## config.mk

```make
export PLATFORM = sky130hd
export DESIGN_NAME = sram_frame_reader_flat
export DESIGN_NICKNAME = d
export VERILOG_FILES = /design/src/rtl/sram_frame_reader_if.sv /design/src/rtl/sram_frame_reader.sv /design/src/flat_wrapper.sv
export SDC_FILE = /design/constraint.sdc
export NUM_CORES = 1
export LEC_CHECK = 0
export ABC_AREA = 1
export CAP_MARGIN = 25
export CORE_MARGIN = 5
export CORE_UTILIZATION = 45
export DETAILED_ROUTE_END_ITERATION = 7
export PLACE_DENSITY = 0.72
export SETUP_SLACK_MARGIN = 0.4
export SLEW_MARGIN = 20
export SYNTH_ARGS = -nofsm -noshare
export SYNTH_HDL_FRONTEND = slang
export SYNTH_SLANG_ARGS = --single-unit
export TNS_END_PERCENT = 20
```

## constraint.sdc

```tcl
create_clock -name i_clk -period 3.2 [get_ports i_clk]
set_input_delay 0.64 -clock i_clk [delete_from_list [all_inputs] [get_ports i_clk]]
set_output_delay 0.64 -clock i_clk [all_outputs]
set_load 0.05 [all_outputs]
```

## src/rtl/sram_frame_reader_if.sv

```systemverilog
// Bus bundle between the frame reader, the external SRAM and the VGA DAC.
//   i_enable        : scan enable from system control
//   o_sram_addr     : SRAM word address (0 outside the visible area)
//   i_sram_dq       : SRAM read data
//   o_sram_oe_n     : SRAM output enable, active low
//   o_sram_we_n     : SRAM write enable, always inactive
//   o_bus_busy      : reader owns the SRAM bus this cycle
//   o_vga_r/g/b     : 8-bit pixel colour
//   o_vga_hs/vs     : syncs, active low
//   o_vga_blank_n   : 0 outside the visible area
//   o_vga_clk       : 25 MHz pixel clock to the DAC
//   o_frame_start   : one-clock pulse at the start of each frame
// master = the frame reader, slave = SRAM / DAC / control side.
interface sram_frame_reader_if;
   logic        i_enable;
   logic [19:0] o_sram_addr;
   logic [15:0] i_sram_dq;
   logic        o_sram_oe_n;
   logic        o_sram_we_n;
   logic        o_bus_busy;
   logic [7:0]  o_vga_r;
   logic [7:0]  o_vga_g;
   logic [7:0]  o_vga_b;
   logic        o_vga_hs;
   logic        o_vga_vs;
   logic        o_vga_blank_n;
   logic        o_vga_clk;
   logic        o_frame_start;

   modport master (
      input  i_enable, i_sram_dq,
      output o_sram_addr, o_sram_oe_n, o_sram_we_n, o_bus_busy,
             o_vga_r, o_vga_g, o_vga_b, o_vga_hs, o_vga_vs,
             o_vga_blank_n, o_vga_clk, o_frame_start
   );

   modport slave (
      output i_enable, i_sram_dq,
      input  o_sram_addr, o_sram_oe_n, o_sram_we_n, o_bus_busy,
             o_vga_r, o_vga_g, o_vga_b, o_vga_hs, o_vga_vs,
             o_vga_blank_n, o_vga_clk, o_frame_start
   );
endinterface

```

## src/rtl/sram_frame_reader.sv

```systemverilog
// Reader end of the camera frame buffer in external SRAM.
// Generates VGA timing (2 system clocks per pixel), reads one 16-bit
// {R4,G4,B4,4'b0} word per visible pixel and drives the DAC with the
// colour expanded to 8 bits per channel. Colour, syncs and blank_n are
// registered together, one pixel (2 clocks) after the address is shown.
// Ports:
//   i_clk   : system clock (50 MHz)
//   i_rst_n : asynchronous active-low reset
//   bus     : SRAM / VGA / enable bundle (master side)
module sram_frame_reader #(
   parameter int unsigned H_ACTIVE  = 640,
   parameter int unsigned H_FP      = 16,
   parameter int unsigned H_SYNC    = 96,
   parameter int unsigned H_BP      = 48,
   parameter int unsigned V_ACTIVE  = 480,
   parameter int unsigned V_FP      = 10,
   parameter int unsigned V_SYNC    = 2,
   parameter int unsigned V_BP      = 33,
   parameter logic [19:0] BASE_ADDR = 20'd0
) (
   input  logic                 i_clk,
   input  logic                 i_rst_n,
   sram_frame_reader_if.master  bus
);

   localparam int unsigned H_TOTAL  = H_ACTIVE + H_FP + H_SYNC + H_BP;
   localparam int unsigned V_TOTAL  = V_ACTIVE + V_FP + V_SYNC + V_BP;
   localparam int unsigned HW       = $clog2(H_TOTAL);
   localparam int unsigned VW       = $clog2(V_TOTAL);
   localparam int unsigned AW       = 20;
   localparam int unsigned HS_START = H_ACTIVE + H_FP;
   localparam int unsigned HS_END   = H_ACTIVE + H_FP + H_SYNC;
   localparam int unsigned VS_START = V_ACTIVE + V_FP;
   localparam int unsigned VS_END   = V_ACTIVE + V_FP + V_SYNC;

   typedef enum logic {
      ST_IDLE = 1'b0,
      ST_RUN  = 1'b1
   } state_t;

   state_t          state_q;
   state_t          state_d;
   logic            frame_start_d;
   logic            frame_start_q;

   logic            ph_q;
   logic [HW-1:0]   h_cnt_q;
   logic [VW-1:0]   v_cnt_q;
   logic [AW-1:0]   addr_cnt_q;
   logic [7:0]      r_q;
   logic [7:0]      g_q;
   logic [7:0]      b_q;
   logic            hs_q;
   logic            vs_q;
   logic            blank_n_q;

   logic            run_c;
   logic            vis_c;
   logic            read_c;
   logic            tick_c;
   logic            h_last_c;
   logic            v_last_c;
   logic            hs_on_c;
   logic            vs_on_c;

   // Scan position decode
   assign run_c    = (state_q == ST_RUN);
   assign vis_c    = (h_cnt_q < HW'(H_ACTIVE)) && (v_cnt_q < VW'(V_ACTIVE));
   assign read_c   = run_c && vis_c;
   assign tick_c   = run_c && ph_q;
   assign h_last_c = (h_cnt_q == HW'(H_TOTAL - 1));
   assign v_last_c = (v_cnt_q == VW'(V_TOTAL - 1));
   assign hs_on_c  = (h_cnt_q >= HW'(HS_START)) && (h_cnt_q < HW'(HS_END));
   assign vs_on_c  = (v_cnt_q >= VW'(VS_START)) && (v_cnt_q < VW'(VS_END));

   // Run/idle state register
   always_ff @(posedge i_clk or negedge i_rst_n) begin
      if (!i_rst_n) begin
         state_q       <= ST_IDLE;
         frame_start_q <= 1'b0;
      end else begin
         state_q       <= state_d;
         frame_start_q <= frame_start_d;
      end
   end

   // Next state; frame pulse on leaving idle or on the last tick of a frame
   always_comb begin
      state_d       = state_q;
      frame_start_d = 1'b0;
      case (state_q)
         ST_IDLE: begin
            if (bus.i_enable) begin
               state_d       = ST_RUN;
               frame_start_d = 1'b1;
            end
         end
         ST_RUN: begin
            if (!bus.i_enable) begin
               state_d = ST_IDLE;
            end else if (tick_c && h_last_c && v_last_c) begin
               frame_start_d = 1'b1;
            end
         end
      endcase
   end

   // Pixel phase, scan counters, address counter and registered DAC outputs.
   // While idle (or on the edge that enters idle) everything is held clear so
   // that scanning restarts at (0,0) with ph=0.
   always_ff @(posedge i_clk or negedge i_rst_n) begin
      if (!i_rst_n) begin
         ph_q       <= 1'b0;
         h_cnt_q    <= '0;
         v_cnt_q    <= '0;
         addr_cnt_q <= '0;
         r_q        <= '0;
         g_q        <= '0;
         b_q        <= '0;
         hs_q       <= 1'b1;
         vs_q       <= 1'b1;
         blank_n_q  <= 1'b0;
      end else if (!bus.i_enable || !run_c) begin
         ph_q       <= 1'b0;
         h_cnt_q    <= '0;
         v_cnt_q    <= '0;
         addr_cnt_q <= '0;
         r_q        <= '0;
         g_q        <= '0;
         b_q        <= '0;
         hs_q       <= 1'b1;
         vs_q       <= 1'b1;
         blank_n_q  <= 1'b0;
      end else begin
         ph_q <= ~ph_q;
         if (ph_q) begin
            // End of the pixel: latch the settled SRAM word with its syncs
            if (vis_c) begin
               r_q <= {bus.i_sram_dq[15:12], bus.i_sram_dq[15:12]};
               g_q <= {bus.i_sram_dq[11:8],  bus.i_sram_dq[11:8]};
               b_q <= {bus.i_sram_dq[7:4],   bus.i_sram_dq[7:4]};
            end else begin
               r_q <= '0;
               g_q <= '0;
               b_q <= '0;
            end
            hs_q      <= ~hs_on_c;
            vs_q      <= ~vs_on_c;
            blank_n_q <= vis_c;

            if (h_last_c) begin
               h_cnt_q <= '0;
               v_cnt_q <= v_last_c ? '0 : v_cnt_q + VW'(1);
            end else begin
               h_cnt_q <= h_cnt_q + HW'(1);
            end

            // Running address avoids a row*width multiplier
            if (h_last_c && v_last_c) begin
               addr_cnt_q <= '0;
            end else if (vis_c) begin
               addr_cnt_q <= addr_cnt_q + AW'(1);
            end
         end
      end
   end

   // SRAM side: address and OE follow the current pixel directly
   assign bus.o_sram_addr   = read_c ? (BASE_ADDR + addr_cnt_q) : '0;
   assign bus.o_sram_oe_n   = ~read_c;
   assign bus.o_sram_we_n   = 1'b1;
   assign bus.o_bus_busy    = read_c;

   // DAC side: pixel clock rises in the middle of each output pixel
   assign bus.o_vga_r       = r_q;
   assign bus.o_vga_g       = g_q;
   assign bus.o_vga_b       = b_q;
   assign bus.o_vga_hs      = hs_q;
   assign bus.o_vga_vs      = vs_q;
   assign bus.o_vga_blank_n = blank_n_q;
   assign bus.o_vga_clk     = ph_q;
   assign bus.o_frame_start = frame_start_q;

endmodule

```

## src/flat_wrapper.sv

```systemverilog
// flat-port wrapper written by rule: the top's interface ports become plain ports
module sram_frame_reader_flat 
#(
   parameter int unsigned H_ACTIVE  = 640,
   parameter int unsigned H_FP      = 16,
   parameter int unsigned H_SYNC    = 96,
   parameter int unsigned H_BP      = 48,
   parameter int unsigned V_ACTIVE  = 480,
   parameter int unsigned V_FP      = 10,
   parameter int unsigned V_SYNC    = 2,
   parameter int unsigned V_BP      = 33,
   parameter logic [19:0] BASE_ADDR = 20'd0
)
  (i_clk, i_rst_n, bus_i_enable, bus_i_sram_dq, bus_o_sram_addr, bus_o_sram_oe_n, bus_o_sram_we_n, bus_o_bus_busy, bus_o_vga_r, bus_o_vga_g, bus_o_vga_b, bus_o_vga_hs, bus_o_vga_vs, bus_o_vga_blank_n, bus_o_vga_clk, bus_o_frame_start);
  sram_frame_reader_if bus_i ();
  input  logic i_clk;
  input  logic i_rst_n;
  input wire logic [$bits(bus_i.i_enable)-1:0] bus_i_enable;
  input wire logic [$bits(bus_i.i_sram_dq)-1:0] bus_i_sram_dq;
  output wire logic [$bits(bus_i.o_sram_addr)-1:0] bus_o_sram_addr;
  output wire logic [$bits(bus_i.o_sram_oe_n)-1:0] bus_o_sram_oe_n;
  output wire logic [$bits(bus_i.o_sram_we_n)-1:0] bus_o_sram_we_n;
  output wire logic [$bits(bus_i.o_bus_busy)-1:0] bus_o_bus_busy;
  output wire logic [$bits(bus_i.o_vga_r)-1:0] bus_o_vga_r;
  output wire logic [$bits(bus_i.o_vga_g)-1:0] bus_o_vga_g;
  output wire logic [$bits(bus_i.o_vga_b)-1:0] bus_o_vga_b;
  output wire logic [$bits(bus_i.o_vga_hs)-1:0] bus_o_vga_hs;
  output wire logic [$bits(bus_i.o_vga_vs)-1:0] bus_o_vga_vs;
  output wire logic [$bits(bus_i.o_vga_blank_n)-1:0] bus_o_vga_blank_n;
  output wire logic [$bits(bus_i.o_vga_clk)-1:0] bus_o_vga_clk;
  output wire logic [$bits(bus_i.o_frame_start)-1:0] bus_o_frame_start;
  assign bus_i.i_enable = bus_i_enable;
  assign bus_i.i_sram_dq = bus_i_sram_dq;
  assign bus_o_sram_addr = bus_i.o_sram_addr;
  assign bus_o_sram_oe_n = bus_i.o_sram_oe_n;
  assign bus_o_sram_we_n = bus_i.o_sram_we_n;
  assign bus_o_bus_busy = bus_i.o_bus_busy;
  assign bus_o_vga_r = bus_i.o_vga_r;
  assign bus_o_vga_g = bus_i.o_vga_g;
  assign bus_o_vga_b = bus_i.o_vga_b;
  assign bus_o_vga_hs = bus_i.o_vga_hs;
  assign bus_o_vga_vs = bus_i.o_vga_vs;
  assign bus_o_vga_blank_n = bus_i.o_vga_blank_n;
  assign bus_o_vga_clk = bus_i.o_vga_clk;
  assign bus_o_frame_start = bus_i.o_frame_start;
  sram_frame_reader #(.H_ACTIVE(H_ACTIVE), .H_FP(H_FP), .H_SYNC(H_SYNC), .H_BP(H_BP), .V_ACTIVE(V_ACTIVE), .V_FP(V_FP), .V_SYNC(V_SYNC), .V_BP(V_BP), .BASE_ADDR(BASE_ADDR)) u_core (.i_clk(i_clk), .i_rst_n(i_rst_n), .bus(bus_i));
endmodule
```

Yosys cells after proc, flatten, opt, wreduce, memory -nomap -nowiden:

Index checks and enable logic that the tools add are counted.

* output and inout port bits: 52
* input port bits: 19
* register bits after elaboration: 70

* equal/unequal tests: 2
* reduce and logical (&&, ||, !) cells: 16
* mux-type cells: 32
* bitwise operators: 5
* add/sub/neg operators: 3
* magnitude comparators: 6

Operator list (number)
* 20-bit two-way mux: 5
* 8-bit two-way mux: 9
* 10-bit two-way mux: 7
* 10-bit by 1-bit adder with 10-bit output, second input constant: 2
* 20-bit by 1-bit adder with 20-bit output, second input constant: 1
* 10-bit equality test, second input constant: 2
* 10-bit less-than comparator, second input constant: 2
* 10-bit by 9-bit less-than comparator with 1-bit output, second input constant: 2
* 10-bit >= comparator, second input constant: 1
* 10-bit by 9-bit >= comparator with 1-bit output, second input constant: 1
* 1-bit two-way mux: 10
* 1-bit logical AND: 8
* 1-bit NOT: 5
* 2-bit AND reduction: 2
* 2-bit nonzero test: 2
* 3-bit nonzero test: 1
* 1-bit zero test: 2
* 1-bit one-hot mux with 2 select lines: 1
* 1-bit logical OR: 1

Depth between registers and ports, before layout:

* depth after elaboration: 6
* gate-level depth with buffers: 11
* mapped depth without buffers: 11

Worst setup path before layout:

OpenSTA, ideal clock, no wires.

* path kind: flip-flop to output port
* start point: register u_core.v_cnt_q[6]
* end point: output bus_o_sram_addr[10]
* setup slack: 36 ps
* buffers on the path: 1
* data arrival time: 2524 ps
* cell stages (with the launch flop): 9
* cells stage by stage: dfrtp_1 > nand2_1 > nor2_1 > nand2_1 > nand4_1 > nor2_1 > inv_1 > buf_2 > nor2_1

* word-level cells in the longest chain between the ends: 4

RTL lines
* start: declaration: RTL line sram_frame_reader.sv:48 `logic [VW-1:0] v_cnt_q;`
* start signal: assignment: RTL line sram_frame_reader.sv:153 `v_cnt_q <= v_last_c ? '0 : v_cnt_q + VW'(1);`
* 10-bit by 9-bit less-than comparator with 1-bit output: RTL line sram_frame_reader.sv:68 `assign vis_c = (h_cnt_q < HW'(H_ACTIVE)) && (v_cnt_q < VW'(V_ACTIVE));`
* 1-bit logical AND: RTL line sram_frame_reader.sv:68
* 1-bit logical AND: RTL line sram_frame_reader.sv:69 `assign read_c = run_c && vis_c;`
* named net bus_o_bus_busy: RTL line flat_wrapper.sv:23 `output wire logic [$bits(bus_i.o_bus_busy)-1:0] bus_o_bus_busy;`
* 20-bit two-way mux: RTL line sram_frame_reader.sv:169 `assign bus.o_sram_addr = read_c ? (BASE_ADDR + addr_cnt_q) : '0;`
* end: declaration: RTL line flat_wrapper.sv:20 `output wire logic [$bits(bus_i.o_sram_addr)-1:0] bus_o_sram_addr;`

The timed path passes the listed nets, and every way through them passes these cells.

Final worst setup path:

* start point: register u_core.v_cnt_q[6]
* end point: output bus_o_sram_addr[16]

* word-level cells in the longest chain between the ends: 4

RTL lines (RTL line)
* 10-bit by 9-bit less-than comparator with 1-bit output: sram_frame_reader.sv:68
* 1-bit logical AND: sram_frame_reader.sv:68
* 1-bit logical AND: sram_frame_reader.sv:69
* 20-bit two-way mux: sram_frame_reader.sv:169

No other way between the ends.

==> impl_metrics.tcl <==
set metrics [dict create \
    synth_top_family_by_area "simple AND/OR/NAND/NOR gates" \
    final_cells 634 \
    critical_path_class "register to output port" \
    dieArea_um2 9520 \
    cts_num_sinks 58 \
    worstSetupStartpointType "register" \
    syn_area_um2 3450 \
    fin_util 0.562 \
    layout-drive-gt1-share 0.154 \
    rsz0062_at_grt "yes" \
    drc_errors 0 \
    htree_levels 3 \
    root_buffer "clkbuf_8" \
    grt_pass1_wl_um 13800 \
    muxShareOfSynthArea 0 \
    final_cell_area_um2 4280 \
    dp_cells 618 \
    rows 32 \
    slew-limit-headroom 0.530 \
    synthFlopType "dfrtp_1" \
    synth_warnings 0 \
    synthAdderAreaFrac 0.0181 \
    p_leak_nw 1.91 \
    overflow 0 \
    fp.coreArea_um2 7610 \
    fmax_mhz 382 \
    drtIter0Drc 215 \
    synth-edff-count 0 \
    die_width_um 97.6 \
    crit_fanout 8 \
    synth.avg_cell_area_um2 7.36 \
    cpMostUsedCell "nor2_2" \
    irDropWorstVdd_mv 0.226 \
    synth_cell_types 32 \
    clock_latency_ps 340 \
    critical_path_required_ps 2560 \
    dr.pass1.iters 6 \
    io_buffer_count 65 \
    min_period_ps 2620 \
    synth_fp_nets 493 \
    ios 71 \
    clk_pin_slew_worst_paths_ps 70 \
    fin_crit_sh 0.819 \
    status "finished clean" \
    slowest_stage "clkdlybuf4s15_1" \
    synthXorXnorAreaFrac 0.0254 \
    drv_cap 0 \
    ys_seq_elements 58 \
    ys_seq_area_frac 0.421 \
    hold_slack_ps 342 \
    globalplace.congestion 0.842 \
    cpLargestDelayFamily "simple AND/OR/NAND/NOR gates" \
    synth_compound_area_frac 0.0765 \
    ant_nets 0 \
    path_cells "nand2_1 -> nor2_1 -> nand2_2 -> nand4_1 -> nor2_2 -> inv_2 -> nor2_2 -> clkdlybuf4s15_1" \
    antenna_cells 0 \
    fin_tns_setup_ps 0 \
    synthSimpleGateAreaFrac 0.349 \
    cts_tree "yes" \
    hpwl_um 5900 \
    setup_violations 0 \
    grt_pass1_vias 3091 \
    tightest_slew_ps 704 \
    path_buf_inv 2 \
    syn2layout_area_growth_pct 23.9 \
    netlist_instances 469 \
    cts_buffers 9 \
    grt_max_degree 32 \
    dpl-instance-area_um2 4070 \
    critPathMaxStageDelay_ps 490 \
    routed_wl_um 8080 \
    final_nets 551 \
    path_depth 8 \
    routedWlPerCell_um 12.7 \
    ys_async_sr_fraction 1.00 \
    cts.path.max_buffers 2 \
    finalMaxSlewViolations 0 \
    critPathCaptureType "output port" \
    num_vias 3218 \
    reg2reg_depth 9 \
    min_path_type "primary input to async pin" \
    initial_utilization 0.454 \
    power_density_nw_per_um2 387 \
    grt_util_all_layers 0.175 \
    skew_ps 8.25 \
    dieHeight_um 97.6 \
    avgViaCountPerCell 5.08 \
    finalHoldViolCount 0 \
    critical_path_arrival_ps 1980 \
    antenna_found_initial 0 \
]
through the flow:
step           worst slack [ps]  power (mW)
3_3_place_gp                481       0.976
6_report                    580        1.65
5_1_grt                     399        1.73
4_1_cts                     352        1.68
3_5_place_dp                454       0.981
2_1_floorplan               409       0.909
power breakdown:
part,switching [mW],internal (mW)
combinational,0.140,0.0622
clock,0.308,0.380
sequential,0.0135,0.750
total,0.462,1.19
final timing paths:
kind | from | end | slack [ps]
hold reg to reg | u_core.bus.o_vga_blank_n | u_core.bus.o_vga_blank_n | 490
max in group asynchronous | i_rst_n | u_core.h_cnt_q[5] | 2180
min in group i_clk | u_core.bus.o_vga_blank_n | u_core.bus.o_vga_blank_n | 490
hold / removal | i_rst_n | u_core.h_cnt_q[7] | 340
setup reg to reg | u_core.v_cnt_q[1] | u_core.addr_cnt_q[2] | 1350
setup / recovery | u_core.v_cnt_q[6] | bus_o_sram_addr[16] | 580
layout make-up:
class,instances,area [µm²]
tap,102,128
timing repair buffer,70,633
clock inverter,6,66.3
multi-input combinational,332,1650
sequential,58,1450
fill,721,3330
inverter,56,210
clock buffer,10,138
sequential cells by signal, indices dropped and copies added (netlist names):
name                      cells
u_core.addr_cnt_q            20
u_core.h_cnt_q               10
u_core.v_cnt_q               10
u_core.bus.o_vga_b            4
u_core.bus.o_vga_g            4
u_core.bus.o_vga_r            4
u_core.bus.o_frame_start      1
u_core.bus.o_vga_blank_n      1
u_core.bus.o_vga_clk          1
u_core.bus.o_vga_hs           1
u_core.bus.o_vga_vs           1
u_core.run_c                  1
cell families after synthesis:
logic type                 Yosys count
other                                1
AOI/OAI and AO/OA                   47
DFF                                 58
adders and majority gates            5
buffers and inverters               79
and+or+nand+nor                    269
xor gates and xnor gates            10
cell usage in the layout, fill, tap and decap left out, drive strengths merged, types with 5 or more instances in the layout:
cell / instances
xor2: 9
nand3: 36
nor3: 11
nand2: 129
buf: 25
o21ai: 29
dfrtp: 56
ha: 5
inv: 56
a21oi: 10
nand4: 12
nor2: 80
clkdlybuf4s50: 42
clkbuf: 11
Yosys cell counts, types with 3 or more instances:
master / number / share of area
a21oi_1: 10 / 0.014
buf_2: 4 / 0.0058
buf_4: 16 / 0.035
dfrtp_1: 56 / 0.41
ha_1: 5 / 0.018
inv_1: 50 / 0.054
inv_2: 6 / 0.0065
nand2_1: 120 / 0.13
nand2_2: 5 / 0.0091
nand2_4: 4 / 0.013
nand3_1: 32 / 0.046
nand4_1: 12 / 0.022
nor2_1: 74 / 0.080
nor2_2: 4 / 0.0072
nor3_1: 11 / 0.016
o21a_1: 3 / 0.0065
o21ai_0: 16 / 0.023
o21ai_1: 12 / 0.017
o22ai_1: 3 / 0.0054
xor2_1: 9 / 0.023
what timing repair did:
action / in CTS / in global routing
buffers inserted: 0 / 0
resized for setup: 4 / 5
hold buffers: 0 / 0
setup endpoints to repair: 3 / 16
per-layer routing:
| metal | global-route usage | vias up | part of all wire |
|---|---|---|---|
| li1 | - | 1593 | - |
| met1 | 0.214 | 1514 | 0.44 |
| met2 | 0.284 | 95 | 0.48 |
| met3 | 0.0596 | 16 | 0.063 |
| met4 | 0.0692 | 0 | 0.020 |
| met5 | 0 | - | 0 |
(Power assumes the default switching activity.)
